## config.mk

```make
export PLATFORM = sky130hd
export DESIGN_NAME = multicycle_ctrl
export DESIGN_NICKNAME = d
export VERILOG_FILES = /design/src/rtl/ctrl_pkg.sv /design/src/rtl/ctrl_decode.sv /design/src/rtl/multicycle_ctrl.sv
export SDC_FILE = /design/constraint.sdc
export NUM_CORES = 1
export LEC_CHECK = 0
export CAP_MARGIN = 15
export CORE_MARGIN = 3
export CORE_UTILIZATION = 56
export CTS_CLUSTER_DIAMETER = 80
export DETAILED_ROUTE_END_ITERATION = 8
export PLACE_DENSITY_LB_ADDON = 0.15
export SYNTH_ARGS = -nofsm -noshare
export SYNTH_HDL_FRONTEND = slang
export SYNTH_SLANG_ARGS = --single-unit
```

## constraint.sdc

```tcl
create_clock -name clk -period 4.6 [get_ports clk]
set_input_delay 0.69 -clock clk [delete_from_list [all_inputs] [get_ports clk]]
set_output_delay 0.69 -clock clk [all_outputs]
set_load 0.01 [all_outputs]
```

## src/rtl/ctrl_pkg.sv

```systemverilog
// Shared types and constants for the RV32IM multi-cycle control unit.
package ctrl_pkg;

    typedef enum logic [3:0] {
        AluAdd    = 4'b0000,
        AluSub    = 4'b0001,
        AluSll    = 4'b0010,
        AluSlt    = 4'b0011,
        AluSltu   = 4'b0100,
        AluXor    = 4'b0101,
        AluSrl    = 4'b0110,
        AluSra    = 4'b0111,
        AluOr     = 4'b1000,
        AluAnd    = 4'b1001,
        AluLui    = 4'b1010,
        AluMul    = 4'b1011,
        AluMulh   = 4'b1100,
        AluMulhsu = 4'b1101,
        AluMulhu  = 4'b1110,
        AluDiv    = 4'b1111
    } alu_op_e;

    typedef enum logic [2:0] {
        WbAlu  = 3'b000,
        WbMem  = 3'b001,
        WbPc4  = 3'b010,
        WbCsr  = 3'b011,
        WbDiv  = 3'b100,
        WbGemm = 3'b101
    } wr_bck_e;

    // Immediate format selected by sign_extend.
    localparam logic [2:0] ImmNone = 3'b000;
    localparam logic [2:0] ImmI    = 3'b001;
    localparam logic [2:0] ImmS    = 3'b010;
    localparam logic [2:0] ImmB    = 3'b011;
    localparam logic [2:0] ImmU    = 3'b100;
    localparam logic [2:0] ImmJ    = 3'b101;

    localparam logic [6:0] OpLui    = 7'b0110111;
    localparam logic [6:0] OpAuipc  = 7'b0010111;
    localparam logic [6:0] OpJal    = 7'b1101111;
    localparam logic [6:0] OpJalr   = 7'b1100111;
    localparam logic [6:0] OpBranch = 7'b1100011;
    localparam logic [6:0] OpLoad   = 7'b0000011;
    localparam logic [6:0] OpStore  = 7'b0100011;
    localparam logic [6:0] OpImm    = 7'b0010011;
    localparam logic [6:0] OpReg    = 7'b0110011;
    localparam logic [6:0] OpSystem = 7'b1110011;

    typedef struct packed {
        logic [3:0] alu_con;
        logic       reg_wr;
        logic       mem_read;
        logic       mem_write;
        logic       alu_mux_1;    // 1: operand A is PC
        logic       alu_mux_2;    // 1: operand B is immediate
        logic       pc_jump_mux;  // 1: unconditional jump target
        logic [2:0] wr_bck_mux;
        logic [2:0] sign_extend;
        logic [2:0] func3_to_mem;
        logic [2:0] branch_type;  // 0 none, 1..6 BEQ,BNE,BLT,BGE,BLTU,BGEU
        logic       csr_reg_rd;
        logic       csr_reg_wr;
        logic       csr_return;
    } ctrl_t;

    typedef enum logic [1:0] {
        ClsSingle = 2'd0,
        ClsMul    = 2'd1,
        ClsDiv    = 2'd2,
        ClsGemm   = 2'd3
    } instr_class_e;

    typedef logic [1:0] state_e;
    localparam state_e StIdle     = 2'd0;
    localparam state_e StMulWait  = 2'd1;
    localparam state_e StDivWait  = 2'd2;
    localparam state_e StGemmWait = 2'd3;

    // Register/register ALU op for func7 = 0000000 (also ADDI/SLTI/.. by func3).
    function automatic logic [3:0] alu_rr(input logic [2:0] func3);
        logic [3:0] op;
        case (func3)
            3'b000:  op = AluAdd;
            3'b001:  op = AluSll;
            3'b010:  op = AluSlt;
            3'b011:  op = AluSltu;
            3'b100:  op = AluXor;
            3'b101:  op = AluSrl;
            3'b110:  op = AluOr;
            default: op = AluAnd;
        endcase
        return op;
    endfunction

endpackage

```

## src/rtl/ctrl_decode.sv

```systemverilog
// Combinational RV32IM + GEMM decoder: instruction -> control vector, class, illegal flag.
module ctrl_decode
    import ctrl_pkg::*;
#(
    parameter logic [6:0] GEMM_OPCODE = 7'b0001011
) (
    input  logic [31:0]  instr,
    output ctrl_t        ctrl,
    output instr_class_e iclass,
    output logic         illegal
);

    logic [6:0] opcode;
    logic [2:0] func3;
    logic [6:0] func7;

    assign opcode = instr[6:0];
    assign func3  = instr[14:12];
    assign func7  = instr[31:25];

    // Register indices are consumed by the datapath, not here.
    logic unused_regs;
    assign unused_regs = ^{instr[19:15], instr[11:7]};

    // Decode by opcode; any illegal encoding collapses the vector to zero.
    always_comb begin
        ctrl    = '0;
        iclass  = ClsSingle;
        illegal = 1'b0;
        if (opcode == GEMM_OPCODE) begin
            iclass          = ClsGemm;
            ctrl.reg_wr     = 1'b1;
            ctrl.wr_bck_mux = WbGemm;
        end else begin
            case (opcode)
                OpReg: begin
                    ctrl.reg_wr = 1'b1;
                    case (func7)
                        7'b0000000: ctrl.alu_con = alu_rr(func3);
                        7'b0100000: begin
                            if (func3 == 3'b000)      ctrl.alu_con = AluSub;
                            else if (func3 == 3'b101) ctrl.alu_con = AluSra;
                            else                      illegal = 1'b1;
                        end
                        7'b0000001: begin
                            if (!func3[2]) begin
                                iclass = ClsMul;
                                case (func3[1:0])
                                    2'b00:   ctrl.alu_con = AluMul;
                                    2'b01:   ctrl.alu_con = AluMulh;
                                    2'b10:   ctrl.alu_con = AluMulhsu;
                                    default: ctrl.alu_con = AluMulhu;
                                endcase
                            end else begin
                                iclass          = ClsDiv;
                                ctrl.alu_con    = AluDiv;
                                ctrl.wr_bck_mux = WbDiv;
                            end
                        end
                        default: illegal = 1'b1;
                    endcase
                end
                OpImm: begin
                    ctrl.reg_wr      = 1'b1;
                    ctrl.alu_mux_2   = 1'b1;
                    ctrl.sign_extend = ImmI;
                    if (func3 == 3'b001) begin
                        if (func7 == 7'b0000000) ctrl.alu_con = AluSll;
                        else                     illegal = 1'b1;
                    end else if (func3 == 3'b101) begin
                        if (func7 == 7'b0000000)      ctrl.alu_con = AluSrl;
                        else if (func7 == 7'b0100000) ctrl.alu_con = AluSra;
                        else                          illegal = 1'b1;
                    end else begin
                        ctrl.alu_con = alu_rr(func3);
                    end
                end
                OpLui: begin
                    ctrl.reg_wr      = 1'b1;
                    ctrl.alu_con     = AluLui;
                    ctrl.alu_mux_2   = 1'b1;
                    ctrl.sign_extend = ImmU;
                end
                OpAuipc: begin
                    ctrl.reg_wr      = 1'b1;
                    ctrl.alu_mux_1   = 1'b1;
                    ctrl.alu_mux_2   = 1'b1;
                    ctrl.sign_extend = ImmU;
                end
                OpJal: begin
                    ctrl.reg_wr      = 1'b1;
                    ctrl.wr_bck_mux  = WbPc4;
                    ctrl.pc_jump_mux = 1'b1;
                    ctrl.alu_mux_1   = 1'b1;
                    ctrl.alu_mux_2   = 1'b1;
                    ctrl.sign_extend = ImmJ;
                end
                OpJalr: begin
                    if (func3 != 3'b000) begin
                        illegal = 1'b1;
                    end else begin
                        ctrl.reg_wr      = 1'b1;
                        ctrl.wr_bck_mux  = WbPc4;
                        ctrl.pc_jump_mux = 1'b1;
                        ctrl.alu_mux_2   = 1'b1;
                        ctrl.sign_extend = ImmI;
                    end
                end
                OpBranch: begin
                    ctrl.sign_extend = ImmB;
                    case (func3)
                        3'b000: begin ctrl.branch_type = 3'd1; ctrl.alu_con = AluSub;  end
                        3'b001: begin ctrl.branch_type = 3'd2; ctrl.alu_con = AluSub;  end
                        3'b100: begin ctrl.branch_type = 3'd3; ctrl.alu_con = AluSlt;  end
                        3'b101: begin ctrl.branch_type = 3'd4; ctrl.alu_con = AluSlt;  end
                        3'b110: begin ctrl.branch_type = 3'd5; ctrl.alu_con = AluSltu; end
                        3'b111: begin ctrl.branch_type = 3'd6; ctrl.alu_con = AluSltu; end
                        default: illegal = 1'b1;
                    endcase
                end
                OpLoad: begin
                    if (func3 == 3'b011 || func3 == 3'b110 || func3 == 3'b111) begin
                        illegal = 1'b1;
                    end else begin
                        ctrl.reg_wr       = 1'b1;
                        ctrl.mem_read     = 1'b1;
                        ctrl.wr_bck_mux   = WbMem;
                        ctrl.alu_mux_2    = 1'b1;
                        ctrl.sign_extend  = ImmI;
                        ctrl.func3_to_mem = func3;
                    end
                end
                OpStore: begin
                    if (func3 >= 3'b011) begin
                        illegal = 1'b1;
                    end else begin
                        ctrl.mem_write    = 1'b1;
                        ctrl.alu_mux_2    = 1'b1;
                        ctrl.sign_extend  = ImmS;
                        ctrl.func3_to_mem = func3;
                    end
                end
                OpSystem: begin
                    if (func3 == 3'b001) begin
                        ctrl.reg_wr     = 1'b1;
                        ctrl.wr_bck_mux = WbCsr;
                        ctrl.csr_reg_rd = 1'b1;
                        ctrl.csr_reg_wr = 1'b1;
                    end else if (func3 == 3'b000 && instr[31:20] == 12'h302) begin
                        ctrl.csr_return = 1'b1;
                    end else begin
                        illegal = 1'b1;
                    end
                end
                default: illegal = 1'b1;
            endcase
        end
        if (illegal) begin
            ctrl   = '0;
            iclass = ClsSingle;
        end
    end

endmodule

```

## src/rtl/multicycle_ctrl.sv

```systemverilog
// Registered, handshaked control unit: accepts one instruction per handshake and
// sequences MUL latency, external divider and GEMM accelerator with timeout.
module multicycle_ctrl
    import ctrl_pkg::*;
#(
    parameter int unsigned MUL_LAT      = 2,
    parameter int unsigned GEMM_TIMEOUT = 1024,
    parameter logic [6:0]  GEMM_OPCODE  = 7'b0001011
) (
    input  logic        clk,
    input  logic        rst,
    input  logic        flush,
    input  logic        instr_valid,
    input  logic [31:0] instr,
    output logic        instr_ready,
    output logic        ctrl_valid,
    output ctrl_t       ctrl,
    output logic        illegal,
    output logic        div_start,
    output logic [1:0]  div_op,
    input  logic        div_done,
    output logic        gemm_start,
    input  logic        gemm_done,
    output logic        gemm_timeout
);

    localparam int unsigned CntMax = (MUL_LAT > GEMM_TIMEOUT) ? MUL_LAT : GEMM_TIMEOUT;
    localparam int unsigned CntW   = $clog2(CntMax + 1);
    localparam logic [CntW-1:0] MulLast  = CntW'(MUL_LAT - 1);
    localparam logic [CntW-1:0] GemmLast = CntW'(GEMM_TIMEOUT - 1);

    ctrl_t        dec_ctrl;
    instr_class_e dec_class;
    logic         dec_illegal;

    ctrl_decode #(
        .GEMM_OPCODE (GEMM_OPCODE)
    ) u_decode (
        .instr   (instr),
        .ctrl    (dec_ctrl),
        .iclass  (dec_class),
        .illegal (dec_illegal)
    );

    state_e          state_q, state_d;
    logic [CntW-1:0] cnt_q, cnt_d;
    ctrl_t           pend_q, pend_d;
    ctrl_t           ctrl_q, ctrl_d;
    logic            ctrl_valid_q, ctrl_valid_d;
    logic            illegal_q, illegal_d;
    logic            div_start_q, div_start_d;
    logic [1:0]      div_op_q, div_op_d;
    logic            gemm_start_q, gemm_start_d;
    logic            gemm_timeout_q, gemm_timeout_d;
    logic            accept;

    assign instr_ready = (state_q == StIdle) && !rst;
    assign accept      = instr_valid && instr_ready;

    // Next-state: pulses default low, ctrl is only non-zero alongside ctrl_valid.
    always_comb begin
        state_d        = state_q;
        cnt_d          = cnt_q;
        pend_d         = pend_q;
        div_op_d       = div_op_q;
        ctrl_d         = '0;
        ctrl_valid_d   = 1'b0;
        illegal_d      = 1'b0;
        div_start_d    = 1'b0;
        gemm_start_d   = 1'b0;
        gemm_timeout_d = 1'b0;
        if (flush) begin
            state_d = StIdle;
            cnt_d   = '0;
        end else begin
            case (state_q)
                StIdle: begin
                    if (accept) begin
                        if (dec_illegal) begin
                            illegal_d = 1'b1;
                        end else begin
                            case (dec_class)
                                ClsMul: begin
                                    if (MUL_LAT == 1) begin
                                        ctrl_valid_d = 1'b1;
                                        ctrl_d       = dec_ctrl;
                                    end else begin
                                        state_d = StMulWait;
                                        cnt_d   = CntW'(1);
                                        pend_d  = dec_ctrl;
                                    end
                                end
                                ClsDiv: begin
                                    state_d     = StDivWait;
                                    div_start_d = 1'b1;
                                    div_op_d    = instr[13:12];
                                    pend_d      = dec_ctrl;
                                end
                                ClsGemm: begin
                                    state_d      = StGemmWait;
                                    gemm_start_d = 1'b1;
                                    cnt_d        = '0;
                                    pend_d       = dec_ctrl;
                                end
                                default: begin
                                    ctrl_valid_d = 1'b1;
                                    ctrl_d       = dec_ctrl;
                                end
                            endcase
                        end
                    end
                end
                StMulWait: begin
                    // cnt_q holds cycles elapsed since accept.
                    if (cnt_q == MulLast) begin
                        state_d      = StIdle;
                        cnt_d        = '0;
                        ctrl_valid_d = 1'b1;
                        ctrl_d       = pend_q;
                    end else begin
                        cnt_d = cnt_q + CntW'(1);
                    end
                end
                StDivWait: begin
                    // div_start_q marks the first wait cycle, where div_done is stale.
                    if (div_done && !div_start_q) begin
                        state_d      = StIdle;
                        ctrl_valid_d = 1'b1;
                        ctrl_d       = pend_q;
                    end
                end
                StGemmWait: begin
                    if (gemm_done) begin
                        state_d      = StIdle;
                        cnt_d        = '0;
                        ctrl_valid_d = 1'b1;
                        ctrl_d       = pend_q;
                    end else if (cnt_q == GemmLast) begin
                        state_d        = StIdle;
                        cnt_d          = '0;
                        gemm_timeout_d = 1'b1;
                    end else begin
                        cnt_d = cnt_q + CntW'(1);
                    end
                end
                default: begin
                    state_d = StIdle;
                    cnt_d   = '0;
                end
            endcase
        end
    end

    // State, counter and registered outputs.
    always_ff @(posedge clk or posedge rst) begin
        if (rst) begin
            state_q        <= StIdle;
            cnt_q          <= '0;
            pend_q         <= '0;
            ctrl_q         <= '0;
            ctrl_valid_q   <= 1'b0;
            illegal_q      <= 1'b0;
            div_start_q    <= 1'b0;
            div_op_q       <= 2'b00;
            gemm_start_q   <= 1'b0;
            gemm_timeout_q <= 1'b0;
        end else begin
            state_q        <= state_d;
            cnt_q          <= cnt_d;
            pend_q         <= pend_d;
            ctrl_q         <= ctrl_d;
            ctrl_valid_q   <= ctrl_valid_d;
            illegal_q      <= illegal_d;
            div_start_q    <= div_start_d;
            div_op_q       <= div_op_d;
            gemm_start_q   <= gemm_start_d;
            gemm_timeout_q <= gemm_timeout_d;
        end
    end

    assign ctrl         = ctrl_q;
    assign ctrl_valid   = ctrl_valid_q;
    assign illegal      = illegal_q;
    assign div_start    = div_start_q;
    assign div_op       = div_op_q;
    assign gemm_start   = gemm_start_q;
    assign gemm_timeout = gemm_timeout_q;

endmodule
```

## After elaboration in Yosys (flattened, before gate mapping)

Index checks and enable logic that the tools add are counted.

| cells by class | value |
|---|---|
| multiplexer cells | 117 |
| add/sub/neg operators | 1 |
| bitwise logic cells | 2 |
| $lt $le $gt $ge | 1 |
| eq/ne operators | 38 |
| reductions and logical operators | 29 |

Operator list:

| kind | number |
|---|---|
| two-way mux 25 bit | 7 |
| one-hot mux 25 bit (4 select lines) | 1 |
| two-way mux 11 bit | 6 |
| two-way mux 1 bit | 49 |
| one-hot mux 11 bit (3 select lines) | 1 |
| two-way mux 2 bit | 16 |
| == test 7 x 6 -> 1 bit (second input constant) | 4 |
| == test 7 bit (second input constant) | 4 |
| one-hot mux 4 bit (7 select lines) | 1 |
| two-way mux 3 bit | 8 |
| one-hot mux 11 bit (2 select lines) | 1 |
| one-hot mux 3 bit (7 select lines) | 1 |
| two-way mux 4 bit | 5 |
| one-hot mux 4 bit (5 select lines) | 1 |
| one-hot mux 3 bit (3 select lines) | 2 |
| one-hot mux 3 bit (6 select lines) | 1 |
| one-hot mux 4 bit (4 select lines) | 1 |
| one-hot mux 3 bit (5 select lines) | 1 |
| == test 7 x 5 -> 1 bit (second input constant) | 2 |
| == test 12 x 10 -> 1 bit (second input constant) | 1 |
| == test 3 bit (second input constant) | 4 |
| two-way mux 12 bit | 1 |
| inequality test 3 bit (second input constant) | 4 |
| one-hot mux 1 bit (4 select lines) | 3 |
| 40 further kinds | 63 |

| word-level totals | value |
|---|---|
| bits in registers | 70 |
| output and inout port bits | 33 |
| bits of input ports | 38 |

## Logic depth before layout (Yosys ltp)

| depth | value |
|---|---|
| depth after elaboration | 15 |
| gate-level depth with buffers | 10 |
| depth with buffers taken out | 8 |

## Hierarchy

From an unflattened synthesis, not the netlist that was laid out.

| unflattened totals | value |
|---|---|
| cell total of the unflattened synthesis | 437 |
| area total of the unflattened synthesis | 4,105.2 um^2 |

By module, submodules not included:

| module | cells each | times used | area an instance (um^2) |
|---|---|---|---|
| multicycle_ctrl | 278 | 1 | 3,108.0 |
| ctrl_decode | 159 | 1 | 997.2 |

## Least setup slack after synthesis

No wires, ideal clock.

| timing | value |
|---|---|
| path kind | input-to-reg |
| start point | in instr[12] |
| end point | reg ctrl_q, in the netlist ctrl[12] |
| required time | 4.466 ns |
| stages | 10 |
| slack | 2.096 ns |
| data arrival time | 2.370 ns |
| path through | inv_1 > ha_1 > clkbuf_1 > nor2_1 > nor2_1 > or4b_1 > o311a_2 > a31oi_4 > buf_6 > nor3_1 |

RTL lines:

| item | line | source |
|---|---|---|
| from (decl) | multicycle_ctrl.sv:14 | `input logic [31:0] instr,` |
| to (signal assigned) | multicycle_ctrl.sv:171 | `ctrl_q <= ctrl_d;` |
| to (decl) | multicycle_ctrl.sv:48 | `ctrl_t ctrl_q, ctrl_d;` |

==> flow_summary.toml <==
[floorplanning]
start_util_pct = 60.0
dieWidth_um = 87.3
rows = 28
dieHeight_um = 87.3
die_area_mm2 = 0.00762
io_pins = 71
coreArea_mm2 = 0.00617

[sta]
period_share_pct = 76.9
min_period_ns = 3.54
fin_skew_ns = 0.0147
timing.fmax_mhz = 283
final.setup.tns_ns = 0
finalHoldViolCount = 0
slew_viol_final = 0
slew_headroom_pct = 44.1
setup-violations-final = 0
whs_ns = 0.479
tightestPinTransition_ns = 0.838
rsz0062_at_grt = "no"

[routing]
drc = 0
num_vias = 3375
drt-initial-drc-count = 311
drt-pass1-iter-count = 5
via_per_inst = 6.22
routed_wl_mm = 9.38
wl_per_cell_um = 17.3
ant_nets = 0

[setup_path]
r2r_slack_ns = 2.17
crit_fanout = 23
required_ns = 4.84
r2r_end = "ctrl[11]"
timing.rr.start = "cnt_q[1]"
crit_family = "simple AND/OR/NAND/NOR gates"
start_kind = "primary input"
critPathBufInv = 2
end_kind = "flop"
reg2regPathDepth = 8
critical_path.cell_chain = "clkdlybuf4s50_1 > inv_1 > ha_1 > nor2b_1 > nor2_1 > a2bb2oi_1 > nor3_1 > a31oi_4 > a311oi_1"
cp.arrival_ns = 3.78
critical-path-max-stage-delay_ns = 0.63
cp_slowest_cell = "clkdlybuf4s50_1"
cp_num_cells = 9
worstSetupPathType = "in2reg"

[clock_network]
tritoncts = "yes"
clkLatencyLatePin_ns = 0.35
cts_setup_buffers = 0
clockBufferDepth = 2
cts_root_buffer = "clkbuf_8"
clock-sinks = 68
cts.reportedPaths.clkPinSlew_ns = 0.07
cts_made_buffers = 9
cts.htree.levels = 3
cts_resized = 0
cts_hold_buf = 0

[global_routing]
grt_max_degree = 42
grt_pass1_wl_mm = 15.8
grt_pass1_vias = 3280
overflow = 0
antenna_found_initial = 0
grt_usage_pct = 26.6

[yosys]
synth-seq-cells = 68
synth_flop_cell = "dfrtp_1"
yosysSeqAreaShare_pct = 46.0
avgSynthCellArea_um2 = 9.21
yosys_warnings = 0
syn_area_mm2 = 0.00370
syn_inst = 402
synth_nets = 448
synth-edff-count = 0
synthArstFlopShare_pct = 100
synth_cell_types = 62

[run]
maxCapViolCount = 0

[run_status]
status = "complete, no violations"

[power_and_ir_drop]
peakVddDrop_mv = 0.289
powerDensity_mw_per_mm2 = 270
leakage_nw = 1.95

[hold_path]
hold_path_class = "reg2reg"
hold_depth = 1
min_to = "pend_q[20]"
min_from = "pend_q[20]"

[layout]
final_nets = 509
diodes = 0
layout-drive-gt1-share_pct = 8.97
final_cells = 543
syn2layout_area_growth_pct = 23.6

[place]
gp_congestion = 0.977
dp_hpwl_mm = 6.75
dp_cells = 527
io_buffers = 60
[per-layer routing]
metal | up-vias | share of wire [%] | track usage, %
met4 | 0 | 2.3 | 12.0
met3 | 26 | 8.2 | 5.68
met5 | - | 0 | 0
li1 | 1581 | - | -
met1 | 1606 | 42 | 35.3
met2 | 162 | 48 | 41.8
[flip-flops by register name, summed over array words and instances (netlist names), 2 cells and up]
| signal | flops |
|---|---|
| cnt_q | 11 |
| ctrl | 24 |
| div_op | 2 |
| pend_q | 24 |
| state_q | 2 |
[Yosys cell counts (4+ instances only)]
master	number	area share (%)
nor3_1	14	1.9
a21oi_1	22	3.0
or3_1	5	0.84
and2_1	21	3.5
o22ai_1	5	0.84
inv_1	16	1.6
nand4_1	5	0.84
clkbuf_1	15	1.5
nor2b_1	8	1.4
nand2_1	42	4.3
nand3_1	15	2.0
nand2b_1	6	1.0
ha_1	8	2.7
o21ai_0	17	2.3
a31oi_1	8	1.4
a211oi_1	5	1.0
or4_1	4	0.81
nor2_1	42	4.3
dfrtp_1	68	46
o211ai_1	4	0.81
nor4_1	5	0.84
and3_1	6	1.0
[power by group]
part	switching, mW	internal, mW
sequential	0.00286	0.601
combinational	0.0721	0.0496
clock	0.250	0.258
[kinds of logic after synthesis]
kind of cell | after synthesis | synth area share [%]
multiplexers | 5 | 1.42
adder cells (fa/ha/maj) | 8 | 2.70
flip-flops | 68 | 46.0
AND/OR/NAND/NOR | 191 | 28.1
XOR/XNOR | 3 | 0.710
buffers and inverters | 34 | 3.95
AO/OA/AOI/OAI | 93 | 17.1
[placed cells by master, fill, tap and decap left out, types with 4 or more instances in the layout]
cell / count
dfrtp_1: 68
buf_4: 8
a21oi_1: 22
nand4_1: 5
clkbuf_8: 9
o22ai_1: 5
nor4_1: 5
nand2b_1: 6
a211oi_1: 5
or3_1: 5
nor3_1: 14
nor2_1: 42
a31oi_1: 8
and2_1: 21
ha_1: 8
inv_6: 4
nand3_1: 15
or4_1: 4
nand2_1: 42
and3_1: 6
o21ai_0: 17
nor2b_1: 8
inv_1: 15
clkdlybuf4s50_1: 60
o211ai_1: 4
[per-stage QoR]
step / instance area (um2) / utilization [%] / total power, mW / worst slack [ns]
global route: 4570 / 74.2 / 1.29 / 0.786
CTS: 4570 / 74.2 / 1.24 / 1.12
global placement: 4370 / 70.9 / 0.734 / 0.759
finish: 4570 / 74.2 / 1.23 / 1.06
detailed placement: 4370 / 70.9 / 0.736 / 0.773
floorplan: 3700 / - / 0.681 / 2.10
[worst max path at each step]
stage | from | to | slack, ns
finish | instr[12] | ctrl[11] | 1.06
global route | instr[12] | ctrl[11] | 0.79
global placement | instr[12] | ctrl[11] | 0.76
detailed placement | instr[12] | ctrl[11] | 0.77
floorplan | instr[12] | ctrl[12] | 2.10
CTS | instr[12] | ctrl[21] | 1.12
[area by class of cell]
class | instances | area (um2)
multi-input cells | 300 | 1850
flip-flops and latches | 68 | 1700
fillers | 457 | 1590
repair buffers | 68 | 661
clock buffers | 9 | 124
well taps | 75 | 93.8
clock inverters | 7 | 80.1
inverters | 16 | 60.1
No activity file was read; power rests on OpenSTA's default activity.
